==> config.mk <==
export PLATFORM = sky130hd
export DESIGN_NAME = fetch_sequencer_flat
export DESIGN_NICKNAME = d
export VERILOG_FILES = /design/src/rtl/fetch_sequencer_if.sv /design/src/rtl/fetch_sequencer.sv /design/src/flat_wrapper.sv
export SDC_FILE = /design/constraint.sdc
export NUM_CORES = 1
export LEC_CHECK = 0
export CELL_PAD_IN_SITES_DETAIL_PLACEMENT = 1
export CELL_PAD_IN_SITES_GLOBAL_PLACEMENT = 1
export CORE_AREA = 10 10 86 88
export CTS_CLUSTER_DIAMETER = 60
export DETAILED_ROUTE_END_ITERATION = 6
export DIE_AREA = 0 0 96 98
export PLACE_DENSITY = 0.79
export SLEW_MARGIN = 20
export SYNTH_ARGS = -nofsm -noshare
export SYNTH_HDL_FRONTEND = slang
export SYNTH_SLANG_ARGS = --single-unit
==> constraint.sdc <==
create_clock -name CLK -period 2.1 [get_ports CLK]
set_input_delay 0.63 -clock CLK [delete_from_list [all_inputs] [get_ports CLK]]
set_output_delay 0.63 -clock CLK [all_outputs]
set_load 0.1 [all_outputs]
==> src/rtl/fetch_sequencer_if.sv <==
// Handshake/control bundle between the fetch sequencer (master) and the loader/datapath (slave).
// Optional performance counters appear only when FETCH_SEQ_PERF_EN is defined.
interface fetch_sequencer_if #(
  parameter int unsigned ADDR_W = 10,
  parameter int unsigned DATA_W = 32
);
  logic              start;
  logic              ld_valid;
  logic              ld_ready;
  logic [DATA_W-1:0] ld_data;
  logic              ld_last;
  logic              im_WE;
  logic [ADDR_W-1:0] im_ADDRESS;
  logic [DATA_W-1:0] im_DATA;
  logic              im_sel_load;
  logic              pc_RESET;
  logic              pc_en;
  logic              ifid_en;
  logic              ifid_flush;
  logic              branch_taken;
  logic              hazard;
  logic              halt_instr;
  logic              load_err;
  logic [2:0]        state_o;
`ifdef FETCH_SEQ_PERF_EN
  logic [31:0]       cyc_cnt;
  logic [31:0]       stall_cnt;

  modport master (
    input  start, ld_valid, ld_data, ld_last, branch_taken, hazard, halt_instr,
    output ld_ready, im_WE, im_ADDRESS, im_DATA, im_sel_load, pc_RESET, pc_en,
           ifid_en, ifid_flush, load_err, state_o, cyc_cnt, stall_cnt
  );
  modport slave (
    output start, ld_valid, ld_data, ld_last, branch_taken, hazard, halt_instr,
    input  ld_ready, im_WE, im_ADDRESS, im_DATA, im_sel_load, pc_RESET, pc_en,
           ifid_en, ifid_flush, load_err, state_o, cyc_cnt, stall_cnt
  );
`else
  modport master (
    input  start, ld_valid, ld_data, ld_last, branch_taken, hazard, halt_instr,
    output ld_ready, im_WE, im_ADDRESS, im_DATA, im_sel_load, pc_RESET, pc_en,
           ifid_en, ifid_flush, load_err, state_o
  );
  modport slave (
    output start, ld_valid, ld_data, ld_last, branch_taken, hazard, halt_instr,
    input  ld_ready, im_WE, im_ADDRESS, im_DATA, im_sel_load, pc_RESET, pc_en,
           ifid_en, ifid_flush, load_err, state_o
  );
`endif
endinterface

==> src/rtl/fetch_sequencer.sv <==
// Control FSM for the IF/ID fetch datapath: boot-load, PC clear, run/stall/flush/halt.
// Define FETCH_SEQ_PERF_EN to add the cyc_cnt/stall_cnt performance counters.
module fetch_sequencer #(
  parameter int unsigned ADDR_W       = 10,
  parameter int unsigned DATA_W       = 32,
  parameter int unsigned FLUSH_CYCLES = 1
) (
  input logic               CLK,
  input logic               RESET,
  fetch_sequencer_if.master bus
);
  typedef enum logic [2:0] {
    IDLE  = 3'd0,
    LOAD  = 3'd1,
    CLEAR = 3'd2,
    RUN   = 3'd3,
    STALL = 3'd4,
    FLUSH = 3'd5,
    HALT  = 3'd6
  } state_t;

  state_t            state_q, state_d;
  logic [ADDR_W-1:0] addr_q, addr_d;
  logic [2:0]        fcnt_q, fcnt_d;
  logic              err_q, err_d;
  logic              start_ok;

  logic ld_ready, im_we, sel_load, pc_reset, pc_en, ifid_en, ifid_flush;

  assign start_ok = bus.start && (state_q == IDLE || state_q == HALT);

  always_ff @(posedge CLK or negedge RESET) begin
    if (!RESET) begin
      state_q <= IDLE;
      addr_q  <= '0;
      fcnt_q  <= '0;
      err_q   <= 1'b0;
    end else begin
      state_q <= state_d;
      addr_q  <= addr_d;
      fcnt_q  <= fcnt_d;
      err_q   <= err_d;
    end
  end

  always_comb begin
    state_d    = state_q;
    addr_d     = addr_q;
    fcnt_d     = fcnt_q;
    err_d      = err_q;
    ld_ready   = 1'b0;
    im_we      = 1'b0;
    sel_load   = 1'b0;
    pc_reset   = 1'b0;
    pc_en      = 1'b0;
    ifid_en    = 1'b0;
    ifid_flush = 1'b0;
    unique case (state_q)
      IDLE: begin
        pc_reset = 1'b1;
        if (bus.start) begin
          state_d = LOAD;
          addr_d  = '0;
        end
      end
      LOAD: begin
        ld_ready = 1'b1;
        sel_load = 1'b1;
        im_we    = bus.ld_valid;
        if (bus.ld_valid) begin
          // Saturate at the top address; a non-last word there ends the image as an error.
          if (addr_q != '1) addr_d = addr_q + 1'b1;
          if (bus.ld_last) begin
            state_d = CLEAR;
          end else if (addr_q == '1) begin
            state_d = CLEAR;
            err_d   = 1'b1;
          end
        end
      end
      CLEAR: begin
        pc_reset   = 1'b1;
        ifid_flush = 1'b1;
        state_d    = RUN;
      end
      RUN: begin
        pc_en   = 1'b1;
        ifid_en = 1'b1;
        if (bus.halt_instr) begin
          state_d = HALT;
        end else if (bus.branch_taken) begin
          state_d = FLUSH;
          fcnt_d  = 3'(FLUSH_CYCLES - 1);
        end else if (bus.hazard) begin
          state_d = STALL;
        end
      end
      STALL: begin
        if (!bus.hazard) state_d = RUN;
      end
      FLUSH: begin
        pc_en      = 1'b1;
        ifid_en    = 1'b1;
        ifid_flush = 1'b1;
        if (fcnt_q == '0) state_d = RUN;
        else              fcnt_d  = fcnt_q - 1'b1;
      end
      HALT: begin
        if (bus.start) begin
          state_d = LOAD;
          addr_d  = '0;
        end
      end
      default: state_d = IDLE;
    endcase
  end

  assign bus.ld_ready    = ld_ready;
  assign bus.im_WE       = im_we;
  assign bus.im_sel_load = sel_load;
  assign bus.pc_RESET    = pc_reset;
  assign bus.pc_en       = pc_en;
  assign bus.ifid_en     = ifid_en;
  assign bus.ifid_flush  = ifid_flush;
  assign bus.im_ADDRESS  = addr_q;
  assign bus.im_DATA     = (state_q == LOAD) ? bus.ld_data : '0;
  assign bus.load_err    = err_q;
  assign bus.state_o     = state_q;

`ifdef FETCH_SEQ_PERF_EN
  logic [31:0] cyc_q, cyc_d, stall_q, stall_d;

  always_comb begin
    cyc_d   = cyc_q;
    stall_d = stall_q;
    if (start_ok) begin
      cyc_d   = '0;
      stall_d = '0;
    end else begin
      if (state_q == RUN || state_q == STALL || state_q == FLUSH) cyc_d   = cyc_q + 1'b1;
      if (state_q == STALL || state_q == FLUSH)                   stall_d = stall_q + 1'b1;
    end
  end

  always_ff @(posedge CLK or negedge RESET) begin
    if (!RESET) begin
      cyc_q   <= '0;
      stall_q <= '0;
    end else begin
      cyc_q   <= cyc_d;
      stall_q <= stall_d;
    end
  end

  assign bus.cyc_cnt   = cyc_q;
  assign bus.stall_cnt = stall_q;
`else
  logic unused_start_ok;
  assign unused_start_ok = start_ok;
`endif
endmodule
==> src/flat_wrapper.sv <==
// flat-port wrapper written by rule: the top's interface ports become plain ports
module fetch_sequencer_flat 
#(
  parameter int unsigned ADDR_W       = 10,
  parameter int unsigned DATA_W       = 32,
  parameter int unsigned FLUSH_CYCLES = 1
)
  (CLK, RESET, bus_start, bus_ld_valid, bus_ld_data, bus_ld_last, bus_branch_taken, bus_hazard, bus_halt_instr, bus_ld_ready, bus_im_WE, bus_im_ADDRESS, bus_im_DATA, bus_im_sel_load, bus_pc_RESET, bus_pc_en, bus_ifid_en, bus_ifid_flush, bus_load_err, bus_state_o);
  fetch_sequencer_if #(.ADDR_W(ADDR_W), .DATA_W(DATA_W)) bus_i ();
  input logic CLK;
  input logic RESET;
  input wire logic [$bits(bus_i.start)-1:0] bus_start;
  input wire logic [$bits(bus_i.ld_valid)-1:0] bus_ld_valid;
  input wire logic [$bits(bus_i.ld_data)-1:0] bus_ld_data;
  input wire logic [$bits(bus_i.ld_last)-1:0] bus_ld_last;
  input wire logic [$bits(bus_i.branch_taken)-1:0] bus_branch_taken;
  input wire logic [$bits(bus_i.hazard)-1:0] bus_hazard;
  input wire logic [$bits(bus_i.halt_instr)-1:0] bus_halt_instr;
  output wire logic [$bits(bus_i.ld_ready)-1:0] bus_ld_ready;
  output wire logic [$bits(bus_i.im_WE)-1:0] bus_im_WE;
  output wire logic [$bits(bus_i.im_ADDRESS)-1:0] bus_im_ADDRESS;
  output wire logic [$bits(bus_i.im_DATA)-1:0] bus_im_DATA;
  output wire logic [$bits(bus_i.im_sel_load)-1:0] bus_im_sel_load;
  output wire logic [$bits(bus_i.pc_RESET)-1:0] bus_pc_RESET;
  output wire logic [$bits(bus_i.pc_en)-1:0] bus_pc_en;
  output wire logic [$bits(bus_i.ifid_en)-1:0] bus_ifid_en;
  output wire logic [$bits(bus_i.ifid_flush)-1:0] bus_ifid_flush;
  output wire logic [$bits(bus_i.load_err)-1:0] bus_load_err;
  output wire logic [$bits(bus_i.state_o)-1:0] bus_state_o;
  assign bus_i.start = bus_start;
  assign bus_i.ld_valid = bus_ld_valid;
  assign bus_i.ld_data = bus_ld_data;
  assign bus_i.ld_last = bus_ld_last;
  assign bus_i.branch_taken = bus_branch_taken;
  assign bus_i.hazard = bus_hazard;
  assign bus_i.halt_instr = bus_halt_instr;
  assign bus_ld_ready = bus_i.ld_ready;
  assign bus_im_WE = bus_i.im_WE;
  assign bus_im_ADDRESS = bus_i.im_ADDRESS;
  assign bus_im_DATA = bus_i.im_DATA;
  assign bus_im_sel_load = bus_i.im_sel_load;
  assign bus_pc_RESET = bus_i.pc_RESET;
  assign bus_pc_en = bus_i.pc_en;
  assign bus_ifid_en = bus_i.ifid_en;
  assign bus_ifid_flush = bus_i.ifid_flush;
  assign bus_load_err = bus_i.load_err;
  assign bus_state_o = bus_i.state_o;
  fetch_sequencer #(.ADDR_W(ADDR_W), .DATA_W(DATA_W), .FLUSH_CYCLES(FLUSH_CYCLES)) u_core (.CLK(CLK), .RESET(RESET), .bus(bus_i));
endmodule
==> out/metrics.csv <==
stage;metric;value;unit
worst_setup_path;FF-to-FF setup slack;0.10;ns
clock_tree;TritonCTS clock tree;yes;
detailed_routing;number of detailed-route iterations in the first pass;4;
cells_and_area;Area growth, synth to finish;142;%
timing;period utilization;107;%
clock_tree;cts hold-fix bufs;0;
worst_setup_path;CP cell instances;buf_4 > buf_4 > xor2_2 > and2_4 > buf_12;
grt;pin count of the biggest net entering global routing;18;
placement;Port Buffers;92;
min_path;hold path startpoint;u_core.fcnt_q[0]$_DFFE_PN0P_;
detailed_routing;initial drt markers;51;
grt;first-pass GRT wire length;10.4;mm
worst_setup_path;Stages on worst setup path;5;
yosys;commonest register cell after synthesis;dfrtp_1;
worst_setup_path;Worst Setup Path Type;register to primary output;
cells_and_area;Final #Nets;304;
grt;GRT Residual Overflow;0;
timing;RSZ-0062 raised after global routing;true;
detailed_routing;Remaining DRCs;0;
cells_and_area;FILL cells;602;
clock_tree;clock latency on the worst-skew pair;0.26;ns
detailed_routing;WL/cell;20.5;um
timing;final hold vios;0;
yosys;Avg Cell Area, Syn;8.80;um2
worst_setup_path;crit path DAT;1.62;ns
clock_tree;CTS root buf;clkbuf_8;
outcome;status;complete, but fails checks;
cells_and_area;n_diodes;0;
yosys;Syn Nets;194;
floorplan;die width;96;um
grt;vias in the first global route;1743;
placement;post-DP HPWL;5.53;mm
clock_tree;CTS max path bufs;2;
placement;Setup WS pre-CTS;-0.256;ns
worst_setup_path;Worst path slowest cell;dfrtp_4;
worst_setup_path;CP endpoint kind;primary output;
detailed_routing;met3 wire length;937;um
min_path;Hold Crit Depth;1;
yosys;area share of the largest cell type after synthesis;32.0;%
timing;skew final;0.00411;ns
worst_setup_path;r2r endpoint;u_core.bus.state_o[0]$_DFFE_PN0P_;
yosys;asr flop ratio synth;100;%
timing;Slew HR;60.3;%
yosys;number of synthesized flops with an enable pin;0;
cells_and_area;commonest cells after routing, fill and taps aside;buf_12, clkdlybuf4s50_1, and2_4;
grt;initial antenna violation count;0;
outcome;failing checks;setup timing;
floorplan;Die Ht;98;um
cells_and_area;most common cell after layout, fill and taps aside;buf_12;
clock_tree;Clock Sinks;17;
yosys;Ys Warns;0;
timing;Pins Over Slew Limit;0;
clock_tree;CTS clk-pin slew, worst paths;0.07;ns
yosys;synth unique cells;44;
yosys;Synth Instances;151;
detailed_routing;highest metal used;met4;
worst_setup_path;CP startpoint kind;register;
floorplan;area of the die;0.00941;mm2
floorplan;Row Count;28;
grt;gr usage total;14.2;%
detailed_routing;antenna-violating nets left;0;
timing;maximum clock rate;0.445;GHz
worst_setup_path;Worst R2R Path Depth;6;
worst_setup_path;crit path launch;u_core.bus.state_o[1]$_DFFE_PN0P_;
worst_setup_path;CP top delay family;flip-flops;
worst_setup_path;Worst Path Max Fanout;3;
yosys;Post-Syn Area;0.00133;mm2
yosys;sequential fraction of the synthesis area;32.0;%
detailed_routing;vias per cell;4.86;
detailed_routing;WL final;6.85;mm
flow_run;max-cap viol count;0;
timing;fin worst setup slack;-0.148;ns
timing;Worst Max-Slew Pin Slew;0.590;ns
floorplan;core area;0.00575;mm2
worst_setup_path;CP most frequent cell;buf_4;
timing;min Tclk post-route;2.25;ns
worst_setup_path;Crit path required time;1.47;ns
floorplan;Starting Density;23.1;%
placement;Placer Congestion;0.795;
detailed_routing;met2 routed WL;3.11;mm
min_path;hold path endpoint;u_core.fcnt_q[0]$_DFFE_PN0P_;
yosys;synthesized flop and latch total;17;
min_path;Hold WC Path Type;register to register;
detailed_routing;via count;1628;
floorplan;Ports;93;
cells_and_area;layout cell share with drive strength beyond 1;54.2;%
worst_setup_path;RR Startpoint;u_core.bus.state_o[2]$_DFFE_PN0P_;
detailed_routing;M1 WL;2.70;mm
worst_setup_path;Buf+Inv Stages, Crit Path;3;
timing;Final Setup Violations;38;
yosys;top cell type by total area after synthesis;dfrtp_1;
worst_setup_path;CP peak stage delay;0.50;ns
clock_tree;H-tree depth;1;
clock_tree;cts bufs inserted;3;
yosys;synth top area cells;dfrtp_1, and2_1, o22a_1;
-- worst register-to-register path: stages (launching register included) --
cell	delay [ns]
dfrtp_4	0.52
buf_8	0.14
buf_12	0.13
nor2_1	0.13
or4b_4	0.50
o2111ai_2	0.12
mux2_2	0.35
-- cell usage after synthesis (2+ instances only) --
| cell | instances |
|---|---|
| nand2_1 | 7 |
| inv_1 | 5 |
| nand3b_1 | 2 |
| mux2i_1 | 2 |
| o2111ai_1 | 2 |
| nor3b_1 | 3 |
| and3_1 | 3 |
| and2_1 | 35 |
| a21o_1 | 2 |
| dfrtp_1 | 17 |
| nand4_1 | 2 |
| nor2b_1 | 3 |
| ha_1 | 3 |
| o21ai_0 | 10 |
| o22a_1 | 6 |
| mux2_2 | 2 |
| nor3_1 | 4 |
| nand3_1 | 5 |
| nor2_1 | 7 |
| buf_6 | 2 |
| clkbuf_1 | 4 |
| buf_4 | 3 |
-- layer usage --
metal  vias up  track usage [%]
li1        753                -
met1       781             16.5
met2        88             22.7
met3         6             6.28
met4         0             4.65
met5         -                0
-- logic make-up after synthesis --
family,count (synthesis),share of synthesized area (%)
and+or+nand+nor,80,37.1
DFF,17,32.0
AOI/OAI and AO/OA,31,17.6
muxes,4,3.20
xor gates and xnor gates,2,1.32
buffers and inverters,14,5.93
adders and majority gates,3,2.83
-- metrics by stage --
step	hold slack (ns)	utilization (%)	TNS (ns)	instance area [um2]	cells
5_1_grt	0.545	56.0	-7.28	3220	335
3_3_place_gp	0.485	53.4	-0.926	3070	324
2_1_floorplan	0.334	-	-10.07	1500	151
6_report	0.514	56.0	-4.41	3220	335
3_5_place_dp	0.510	53.4	-1.88	3070	324
4_1_cts	0.524	55.7	-5.31	3200	335
-- worst max path at each step --
stage	to	slack, ns
floorplan	bus_im_DATA[22]	-0.32
global placement	u_core.bus.state_o[0]$_DFFE_PN0P_	-0.20
detailed placement	u_core.bus.state_o[0]$_DFFE_PN0P_	-0.26
CTS	bus_im_DATA[31]	-0.17
global route	bus_pc_en	-0.22
finish	bus_pc_en	-0.15
-- state kept, by name, indices dropped and copies added (netlist names) --
register               count
u_core.bus.im_ADDRESS     10
u_core.bus.state_o         3
u_core.fcnt_q              3
u_core.bus.load_err        1
-- what timing repair did --
item	CTS	global route
setup endpoints to repair	36	39
resized for setup	7	9
gates cloned	1	0
setup buffers	7	2
pin swaps	1	4
-- final cells by class --
| type | instances | area [um2] | area share [%] |
|---|---|---|---|
| Timing Repair Buffer | 114 | 1640 | 51.1 |
| Tap cell | 75 | 93.8 | 2.92 |
| Sequential cell | 17 | 448 | 13.9 |
| Clock buffer | 3 | 41.3 | 1.28 |
| Inverter | 5 | 22.5 | 0.700 |
| Clock inverter | 1 | 7.51 | 0.233 |
| Multi-Input combinational cell | 120 | 961 | 29.9 |
Power is not shown: default switching activity piles up to over one toggle a cycle in this logic, so the estimate is an artifact.
